`src/rtl/psum_accum_buffer_pkg.sv`:
```
// -----------------------------------------------------------------------------
// psum_accum_buffer_pkg
// Shared constants and helpers for the partial-sum accumulation buffer.
//   - Default parameter values (row/col width, channel-tile width, Tout,
//     psum width, psum RAM address width, output FIFO depth, afull level).
//   - Width helpers: packed psum vector width, output FIFO entry width.
//   - Saturation bounds used when PSUM_ACCUM_SAT_EN is defined.
// -----------------------------------------------------------------------------
package psum_accum_buffer_pkg;

    localparam int unsigned W_SIZE_DEF      = 8;
    localparam int unsigned W_CHANNEL_DEF   = 4;
    localparam int unsigned TOUT_DEF        = 4;
    localparam int unsigned W_PSUM_DEF      = 16;
    localparam int unsigned BUF_AW_DEF      = 6;
    localparam int unsigned OFIFO_DEPTH_DEF = 4;
    localparam int unsigned AFULL_LVL_DEF   = 2;

    // Width of one packed Tout-lane psum vector.
    function automatic int unsigned psum_vec_w(input int unsigned tout,
                                               input int unsigned w_psum);
        return tout * w_psum;
    endfunction

    // Output FIFO entry: {row, col, psum vector}.
    function automatic int unsigned ofifo_entry_w(input int unsigned w_size,
                                                  input int unsigned vec_w);
        return 2 * w_size + vec_w;
    endfunction

    // Signed saturation bounds of a w-bit two's complement lane.
    function automatic longint psum_sat_hi(input int unsigned w);
        return (longint'(1) <<< (w - 1)) - 1;
    endfunction

    function automatic longint psum_sat_lo(input int unsigned w);
        return -(longint'(1) <<< (w - 1));
    endfunction

endpackage

```
`src/rtl/psum_ofifo.sv`:
```
// -----------------------------------------------------------------------------
// psum_ofifo
// Synchronous register FIFO holding finished psum vectors.
// Ports:
//   clk, rst      clock, synchronous active-high reset
//   i_push        write request (dropped when full and not popping)
//   i_data        entry to write
//   i_pop         read request (ignored when empty)
//   o_data        head entry (valid when !o_empty)
//   o_empty       FIFO empty
//   o_afull       registered: occupancy >= DEPTH-AFULL_LVL, one cycle behind
//   o_err_ovf     sticky: a push was dropped because the FIFO was full
// -----------------------------------------------------------------------------
module psum_ofifo #(
    parameter int unsigned DEPTH     = 4,
    parameter int unsigned AFULL_LVL = 2,
    parameter int unsigned DATA_W    = 8
) (
    input  logic              clk,
    input  logic              rst,
    input  logic              i_push,
    input  logic [DATA_W-1:0] i_data,
    input  logic              i_pop,
    output logic [DATA_W-1:0] o_data,
    output logic              o_empty,
    output logic              o_afull,
    output logic              o_err_ovf
);

    localparam int unsigned PW = $clog2(DEPTH);
    localparam logic [PW:0] FULL_CNT  = (PW + 1)'(DEPTH);
    localparam logic [PW:0] AFULL_CNT = (PW + 1)'(DEPTH - AFULL_LVL);

    logic [DATA_W-1:0] r_mem [DEPTH];
    logic [PW-1:0]     r_wptr;
    logic [PW-1:0]     r_rptr;
    logic [PW:0]       r_count;
    logic              r_afull;
    logic              r_err;

    logic w_full;
    logic w_pop;
    logic w_wr;
    logic w_drop;

    assign w_full  = (r_count == FULL_CNT);
    assign o_empty = (r_count == '0);
    assign w_pop   = i_pop && !o_empty;
    // A pop in the same cycle frees the slot, so push-on-full is legal then.
    assign w_wr    = i_push && (!w_full || w_pop);
    assign w_drop  = i_push && w_full && !w_pop;

    always_ff @(posedge clk) begin
        if (rst) begin
            r_wptr  <= '0;
            r_rptr  <= '0;
            r_count <= '0;
            r_afull <= 1'b0;
            r_err   <= 1'b0;
        end else begin
            if (w_wr) begin
                r_wptr <= r_wptr + 1'b1;
            end
            if (w_pop) begin
                r_rptr <= r_rptr + 1'b1;
            end
            r_count <= r_count + (PW + 1)'(w_wr) - (PW + 1)'(w_pop);
            r_afull <= (r_count >= AFULL_CNT);
            if (w_drop) begin
                r_err <= 1'b1;
            end
        end
    end

    always_ff @(posedge clk) begin
        if (w_wr) begin
            r_mem[r_wptr] <= i_data;
        end
    end

    assign o_data    = r_mem[r_rptr];
    assign o_afull   = r_afull;
    assign o_err_ovf = r_err;

endmodule

```
`src/rtl/psum_accum_buffer.sv`:
```
// -----------------------------------------------------------------------------
// psum_accum_buffer
// Accumulates PE partial-sum vectors across input-channel tiles in an on-chip
// psum RAM and pushes the finished Tout sums of each pixel into an output FIFO.
// 3-stage pipeline: S0 address + RAM read, S1 RAM data, S2 add/write/push.
// Optional macro PSUM_ACCUM_SAT_EN: lane-wise saturating add instead of wrap.
// Ports:
//   clk, rst            clock, synchronous active-high reset
//   c_width, q_channel  frame width, channel tiles per pixel (stable while busy)
//   i_vld, i_row, i_col, i_chn, i_acc_flat   incoming psum vector
//   o_afull             output FIFO almost full (registered)
//   o_vld, i_rdy        output handshake
//   o_row, o_col, o_psum_flat               finished vector (0 when !o_vld)
//   o_err_ovf           sticky: a finished vector was dropped on a full FIFO
// -----------------------------------------------------------------------------
module psum_accum_buffer
    import psum_accum_buffer_pkg::*;
#(
    parameter int unsigned W_SIZE      = W_SIZE_DEF,
    parameter int unsigned W_CHANNEL   = W_CHANNEL_DEF,
    parameter int unsigned Tout        = TOUT_DEF,
    parameter int unsigned W_PSUM      = W_PSUM_DEF,
    parameter int unsigned BUF_AW      = BUF_AW_DEF,
    parameter int unsigned OFIFO_DEPTH = OFIFO_DEPTH_DEF,
    parameter int unsigned AFULL_LVL   = AFULL_LVL_DEF
) (
    input  logic                     clk,
    input  logic                     rst,
    input  logic [W_SIZE-1:0]        c_width,
    input  logic [W_SIZE-1:0]        q_channel,
    input  logic                     i_vld,
    input  logic [W_SIZE-1:0]        i_row,
    input  logic [W_SIZE-1:0]        i_col,
    input  logic [W_CHANNEL-1:0]     i_chn,
    input  logic [Tout*W_PSUM-1:0]   i_acc_flat,
    output logic                     o_afull,
    output logic                     o_vld,
    input  logic                     i_rdy,
    output logic [W_SIZE-1:0]        o_row,
    output logic [W_SIZE-1:0]        o_col,
    output logic [Tout*W_PSUM-1:0]   o_psum_flat,
    output logic                     o_err_ovf
);

    localparam int unsigned VEC_W     = psum_vec_w(Tout, W_PSUM);
    localparam int unsigned ENTRY_W   = ofifo_entry_w(W_SIZE, VEC_W);
    localparam int unsigned RAM_DEPTH = 1 << BUF_AW;

`ifdef PSUM_ACCUM_SAT_EN
    localparam logic signed [W_PSUM:0] SAT_HI = (W_PSUM + 1)'(psum_sat_hi(W_PSUM));
    localparam logic signed [W_PSUM:0] SAT_LO = (W_PSUM + 1)'(psum_sat_lo(W_PSUM));
`endif

    function automatic logic [W_PSUM-1:0] lane_add(input logic [W_PSUM-1:0] a,
                                                   input logic [W_PSUM-1:0] b);
`ifdef PSUM_ACCUM_SAT_EN
        logic signed [W_PSUM:0] s;
        s = $signed({a[W_PSUM-1], a}) + $signed({b[W_PSUM-1], b});
        if (s > SAT_HI) begin
            return SAT_HI[W_PSUM-1:0];
        end else if (s < SAT_LO) begin
            return SAT_LO[W_PSUM-1:0];
        end
        return s[W_PSUM-1:0];
`else
        return a + b;
`endif
    endfunction

    // ---------------- S0: address, RAM read, tile flags ----------------
    logic [BUF_AW-1:0] w_addr;
    logic              w_first;
    logic              w_last;

    // Truncating operands first gives the same low BUF_AW bits as the full product.
    assign w_addr  = BUF_AW'(i_row) * BUF_AW'(c_width) + BUF_AW'(i_col);
    assign w_first = (i_chn == '0);
    assign w_last  = (32'(i_chn) == 32'(q_channel) - 32'd1);

    logic [VEC_W-1:0]  r_ram [RAM_DEPTH];
    logic [VEC_W-1:0]  r_rd_data;

    // ---------------- pipeline registers ----------------
    logic              r_s1_vld,   r_s2_vld;
    logic              r_s1_first, r_s2_first;
    logic              r_s1_last,  r_s2_last;
    logic [BUF_AW-1:0] r_s1_addr,  r_s2_addr;
    logic [W_SIZE-1:0] r_s1_row,   r_s2_row;
    logic [W_SIZE-1:0] r_s1_col,   r_s2_col;
    logic [VEC_W-1:0]  r_s1_acc,   r_s2_acc;
    logic [VEC_W-1:0]  r_s2_rdata;

    // Writes of the last two cycles, which the S0 read did not observe.
    logic              r_wb1_vld,  r_wb2_vld;
    logic [BUF_AW-1:0] r_wb1_addr, r_wb2_addr;
    logic [VEC_W-1:0]  r_wb1_data, r_wb2_data;

    logic [VEC_W-1:0]  w_old;
    logic [VEC_W-1:0]  w_sum;
    logic              w_push;
    logic [ENTRY_W-1:0] w_head;
    logic              w_empty;

    always_ff @(posedge clk) begin
        if (rst) begin
            r_s1_vld  <= 1'b0;
            r_s2_vld  <= 1'b0;
            r_wb1_vld <= 1'b0;
            r_wb2_vld <= 1'b0;
        end else begin
            r_s1_vld  <= i_vld;
            r_s2_vld  <= r_s1_vld;
            r_wb1_vld <= r_s2_vld;
            r_wb2_vld <= r_wb1_vld;
        end
    end

    always_ff @(posedge clk) begin
        r_s1_first <= w_first;
        r_s1_last  <= w_last;
        r_s1_addr  <= w_addr;
        r_s1_row   <= i_row;
        r_s1_col   <= i_col;
        r_s1_acc   <= i_acc_flat;

        r_s2_first <= r_s1_first;
        r_s2_last  <= r_s1_last;
        r_s2_addr  <= r_s1_addr;
        r_s2_row   <= r_s1_row;
        r_s2_col   <= r_s1_col;
        r_s2_acc   <= r_s1_acc;
        r_s2_rdata <= r_rd_data;

        r_wb1_addr <= r_s2_addr;
        r_wb1_data <= w_sum;
        r_wb2_addr <= r_wb1_addr;
        r_wb2_data <= r_wb1_data;
    end

    // Psum RAM: read-before-write on the same edge, hazards fixed by forwarding.
    always_ff @(posedge clk) begin
        r_rd_data <= r_ram[w_addr];
        if (r_s2_vld) begin
            r_ram[r_s2_addr] <= w_sum;
        end
    end

    // ---------------- S2: forward, accumulate ----------------
    always_comb begin
        w_old = r_s2_rdata;
        if (r_wb1_vld && (r_wb1_addr == r_s2_addr)) begin
            w_old = r_wb1_data;
        end else if (r_wb2_vld && (r_wb2_addr == r_s2_addr)) begin
            w_old = r_wb2_data;
        end
    end

    always_comb begin
        w_sum = r_s2_acc;
        if (!r_s2_first) begin
            for (int g = 0; g < int'(Tout); g++) begin
                w_sum[g*W_PSUM +: W_PSUM] = lane_add(r_s2_acc[g*W_PSUM +: W_PSUM],
                                                     w_old[g*W_PSUM +: W_PSUM]);
            end
        end
    end

    assign w_push = r_s2_vld && r_s2_last;

    psum_ofifo #(
        .DEPTH     (OFIFO_DEPTH),
        .AFULL_LVL (AFULL_LVL),
        .DATA_W    (ENTRY_W)
    ) u_ofifo (
        .clk       (clk),
        .rst       (rst),
        .i_push    (w_push),
        .i_data    ({r_s2_row, r_s2_col, w_sum}),
        .i_pop     (i_rdy),
        .o_data    (w_head),
        .o_empty   (w_empty),
        .o_afull   (o_afull),
        .o_err_ovf (o_err_ovf)
    );

    assign o_vld = !w_empty;
    // Zero the fields when empty so stale FIFO storage never leaks out.
    assign {o_row, o_col, o_psum_flat} = o_vld ? w_head : '0;

endmodule

```
`config.mk`:
```
export PLATFORM = sky130hd
export DESIGN_NAME = psum_accum_buffer
export DESIGN_NICKNAME = d
export VERILOG_FILES = /design/src/rtl/psum_accum_buffer_pkg.sv /design/src/rtl/psum_ofifo.sv /design/src/rtl/psum_accum_buffer.sv
export SDC_FILE = /design/constraint.sdc
export NUM_CORES = 2
export LEC_CHECK = 0
export CAP_MARGIN = 20
export CORE_MARGIN = 4
export CORE_UTILIZATION = 40
export DETAILED_ROUTE_END_ITERATION = 16
export GPL_TIMING_DRIVEN = 0
export MAX_ROUTING_LAYER = met4
export PLACE_DENSITY_LB_ADDON = 0.08
export SLEW_MARGIN = 20
export SYNTH_ARGS = -nofsm -noshare
export SYNTH_HDL_FRONTEND = slang
export SYNTH_MEMORY_MAX_BITS = 65536
export SYNTH_SLANG_ARGS = --single-unit
export TNS_END_PERCENT = 20
```
`constraint.sdc`:
```
create_clock -name clk -period 19.7 [get_ports clk]
set_clock_uncertainty 0.15 [all_clocks]
set_input_delay 2.955 -clock clk [delete_from_list [all_inputs] [get_ports clk]]
set_output_delay 2.955 -clock clk [all_outputs]
set_load 0.1 [all_outputs]
```
==> impl_metrics.py <==
metrics = {
    "yosys": {
        "ys_async_sr_fraction_pct": 0,
        "combinational_family_with_the_most_area_after_synthesis": "multiplexers",
        "post_synthesis_compound_gate_area_fraction_pct": 0.879,
        "synth_simple_gate_area_share_pct": 1.21,
        "syn_area_sq_um": 183000,
        "synth.avg_cell_area_sq_um": 23.3,
        "seq_area_frac_synth_pct": 77.6,
        "post_synth_fa_ha_maj_area_fraction_pct": 0.721,
        "post_synth_inst_count": 7825,
        "yosys_register_bits": 4875,
        "post_synth_num_cell_types": 65,
        "synth_edf_count": 4416,
        "synth_warnings": 0,
        "synth_mux_area_share_pct": 18.2,
        "synth_ff_type": "sky130_fd_sc_hd__edfxtp_1",
        "synthXorXnorAreaFrac_pct": 0.398,
        "postSynthNetCount": 8027,
    },
    "cts": {
        "cts_tree": "done",
        "h-tree-depth": 6,
        "cts_hold_repair.buffers": 0,
        "post_cts_resize_count": 0,
        "post_cts.repair.setup_buffers": 0,
        "cts_buffers": 533,
        "worst_setup_hold_path_clk_slew_ns": 0.06,
        "cts.sink_count": 4875,
        "clk_path_buf_depth": 4,
        "worstSkewPairLatency_ns": 1.05,
        "cts.root.buffer_cell": "sky130_fd_sc_hd__clkbuf_16",
    },
    "sta": {
        "totalNegativeSetupSlack_ns": 0,
        "slew-limit-headroom_pct": 17.7,
        "setup-violations-final": 0,
        "fin_worst_hold_slack_ns": 0.155,
        "timing_worst_slew_pin_value_ns": 1.23,
        "final.setup.worst_slack_ns": 10.70,
        "report.final.hold_viol_count": 0,
        "final_period_minus_worst_setup_slack_ns": 9.00,
        "final-max-slew-violation-count": 0,
        "rsz_0062_raised_after_global_routing": "no",
        "timing.fmax_ghz": 0.111,
        "period_share_pct": 45.7,
    },
    "grt": {
        "grt_antenna_before_repair": 34,
        "grt_overflow": 0,
        "grt_start_max_net_pins": 70,
        "first_pass_grt_wire_length_microns": 741000,
        "first_global_vias": 90800,
        "track_usage_pct": 23.5,
    },
    "critical_path": {
        "criticalPathCategory": "in2reg",
        "launching_element_type_of_the_critical_path": "primary input",
        "cp_num_buf_inv": 3,
        "timing.critical_path.fanout_max": 10,
        "worst_path_most_repeated_cell": "sky130_fd_sc_hd__ha_1",
        "crit_path_top_delay_cell": "sky130_fd_sc_hd__buf_2",
        "reg2reg_start": "r_s2_addr[0]",
        "worstReg2RegEnd": "r_ram[28][31]",
        "rrSetupSlack_ns": 12.44,
        "critPathTopFamily": "buffers and inverters",
        "cp.arrival_ns": 9.56,
        "cp_cell_sequence": "clkdlybuf4s50_1, and2_1, fa_1, ha_1, ha_1, fa_1, ha_1, xor2_2, buf_2, buf_1, mux4_2, mux2i_1, mux2i_1",
        "r2r_cells": 21,
        "data_required_time_at_the_worst_endpoint_ns": 20.27,
        "type_of_element_capturing_the_critical_path": "register",
        "max_stage_delay_ns": 1.00,
    },
    "outcome": {
        "outcome": "finished clean",
    },
    "layout": {
        "layout.cells.most_common": "sky130_fd_sc_hd__edfxtp_1",
        "area.growth.synth_to_final_pct": 20.5,
        "fin_nets": 9205,
        "drive_gt1_share_pct": 30.8,
        "final_cell_mix": "sky130_fd_sc_hd__edfxtp_1, sky130_fd_sc_hd__mux4_2, sky130_fd_sc_hd__clkbuf_16",
    },
    "hold_path": {
        "min_path_cells": 0,
        "hold_class": "reg2reg",
        "hp-start": "r_rd_data[17]",
        "endpoint_with_the_worst_hold_slack": "r_s2_rdata[17]",
    },
    "die": {
        "die_area_sq_um": 467000,
        "die_width_microns": 684,
        "fp.dieH_microns": 684,
        "initial_util_pct": 40.3,
        "number_of_rows_created_at_floorplan": 247,
        "core-area_sq_um": 454000,
        "io_pins": 187,
    },
    "detailed_routing": {
        "drtIter0Drc": 9749,
        "vias": 88100,
        "remaining_drcs": 0,
        "drt_pre_antenna_iters": 7,
        "vias_per_cell": 5.70,
        "drt-total-wl_microns": 538000,
        "avgRoutedWirePerCell_microns": 34.8,
        "detail-route-antenna-nets": 0,
    },
    "pwr": {
        "intPower_mw": 23.9,
        "ir_worst_vdd_mv": 0.148,
        "p_sw_share_pct": 32.1,
        "share_seq_of_total_power_pct": 42.1,
        "power.share.clock_pct": 28.0,
        "power.net_switching_mw": 11.3,
        "power_leakage_nw": 70.5,
        "cellPowerDensity_nw_per_um2": 160,
        "combinationalPowerShare_pct": 29.9,
    },
    "place": {
        "place.detailed.hpwl_microns": 381000,
        "gp_congestion": 0.834,
        "placement.setup.worst_slack_ns": 9.57,
        "port_buffers": 184,
    },
    "run": {
        "max_cap_viol_count": 0,
    },
}
cell type report:
type | instances | area, sq um
Antenna cell | 31 | 77.6
Sequential cell | 4875 | 142000
Fill cell | 36500 | 234000
Multi-Input combinational cell | 2536 | 40300
Clock inverter | 258 | 2580
Clock buffer | 715 | 14700
Buffer | 378 | 1680
Timing Repair Buffer | 643 | 11300
Inverter | 36 | 135
Tap cell | 5976 | 7480
worst max path at each step:
stage	start	endpoint	slack [ns]	depth (start not counted)
2_1_floorplan	r_s2_addr[3]	r_ram[0][63]	8.97	16
3_5_place_dp	c_width[0]	r_rd_data[31]	9.57	13
4_1_cts	c_width[0]	r_rd_data[31]	10.68	13
6_report	c_width[0]	r_rd_data[31]	10.70	13
3_3_place_gp	r_s2_addr[0]	u_ofifo.r_mem[0][63]	-0.46	16
5_1_grt	c_width[0]	r_rd_data[31]	10.64	13
flip-flops by register name (all words and copies together), names as in the netlist, 2 cells and up, named ones only:
name and count:
r_ram 4096, r_s2_row 8, r_s2_addr 6, r_s2_acc 64, u_ofifo.r_mem 320, u_ofifo.r_count 3, u_ofifo.r_wptr 2, r_wb1_addr 6
r_s2_rdata 64, r_s1_col 8, r_s1_addr 6, r_wb1_data 64, r_s2_col 8, r_s1_row 8, u_ofifo.r_rptr 2, r_s1_acc 64
r_wb2_data 64, r_wb2_addr 6, r_rd_data 64
layer usage:
layer | wire length [microns] | up-vias | share of wire, % | track usage, %
met2 | 259000 | 3156 | 48 | 36.8
met3 | 33300 | 761 | 6.2 | 3.60
met4 | 18100 | 0 | 3.4 | 7.06
li1 | - | 35600 | - | -
met1 | 227000 | 48600 | 42 | 32.0
met5 | 0 | - | 0 | -
cells by family after synthesis:
logic type      Yosys count
compound gates          270
xor+xnor                 83
fa+ha+maj                98
buf+inv                 414
flops                  4875
mux                    1628
simple gates            457
stage by stage:
step                      utilization [%]  cell area, sq um  power (mW)  cells
after global placement               42.3            192000        24.9  14000
final                                48.5            220000        35.3  15400
after global routing                 48.5            220000        36.6  15400
after floorplan                         -            183000        20.6   7825
after CTS                            48.5            220000        35.7  15400
after detailed placement             44.7            203000        25.8  14400
synth_stat cells, types with 11 or more instances:
cell type / count / area share, %
sky130_fd_sc_hd__nand2_1: 96 / 0.20
sky130_fd_sc_hd__a31oi_1: 12 / 0.041
sky130_fd_sc_hd__nand2b_1: 13 / 0.045
sky130_fd_sc_hd__nor2_1: 156 / 0.32
sky130_fd_sc_hd__xnor2_1: 45 / 0.22
sky130_fd_sc_hd__clkbuf_1: 234 / 0.48
sky130_fd_sc_hd__dfxtp_1: 459 / 5.0
sky130_fd_sc_hd__buf_1: 74 / 0.15
sky130_fd_sc_hd__fa_1: 12 / 0.13
sky130_fd_sc_hd__nor2b_1: 11 / 0.038
sky130_fd_sc_hd__buf_2: 70 / 0.19
sky130_fd_sc_hd__edfxtp_1: 4416 / 73
sky130_fd_sc_hd__a21oi_1: 112 / 0.31
sky130_fd_sc_hd__o21ai_0: 68 / 0.19
sky130_fd_sc_hd__nor3_1: 17 / 0.047
sky130_fd_sc_hd__and2_1: 98 / 0.34
sky130_fd_sc_hd__nand3_1: 22 / 0.060
sky130_fd_sc_hd__inv_1: 36 / 0.074
sky130_fd_sc_hd__ha_1: 86 / 0.59
sky130_fd_sc_hd__mux4_2: 1360 / 17
sky130_fd_sc_hd__a21o_1: 15 / 0.062
sky130_fd_sc_hd__mux2i_1: 258 / 1.4
sky130_fd_sc_hd__xor2_1: 38 / 0.18
power by group through the flow:
stage	registers, mW	logic, mW	clock network [mW]
2_1_floorplan	15.5	5.16	0
3_3_place_gp	16.2	8.69	0
3_5_place_dp	15.1	10.8	0
4_1_cts	14.8	10.8	10.1
5_1_grt	14.9	11.2	10.5
6_report	14.8	10.6	9.85
No activity file was read; power rests on OpenSTA's default activity.
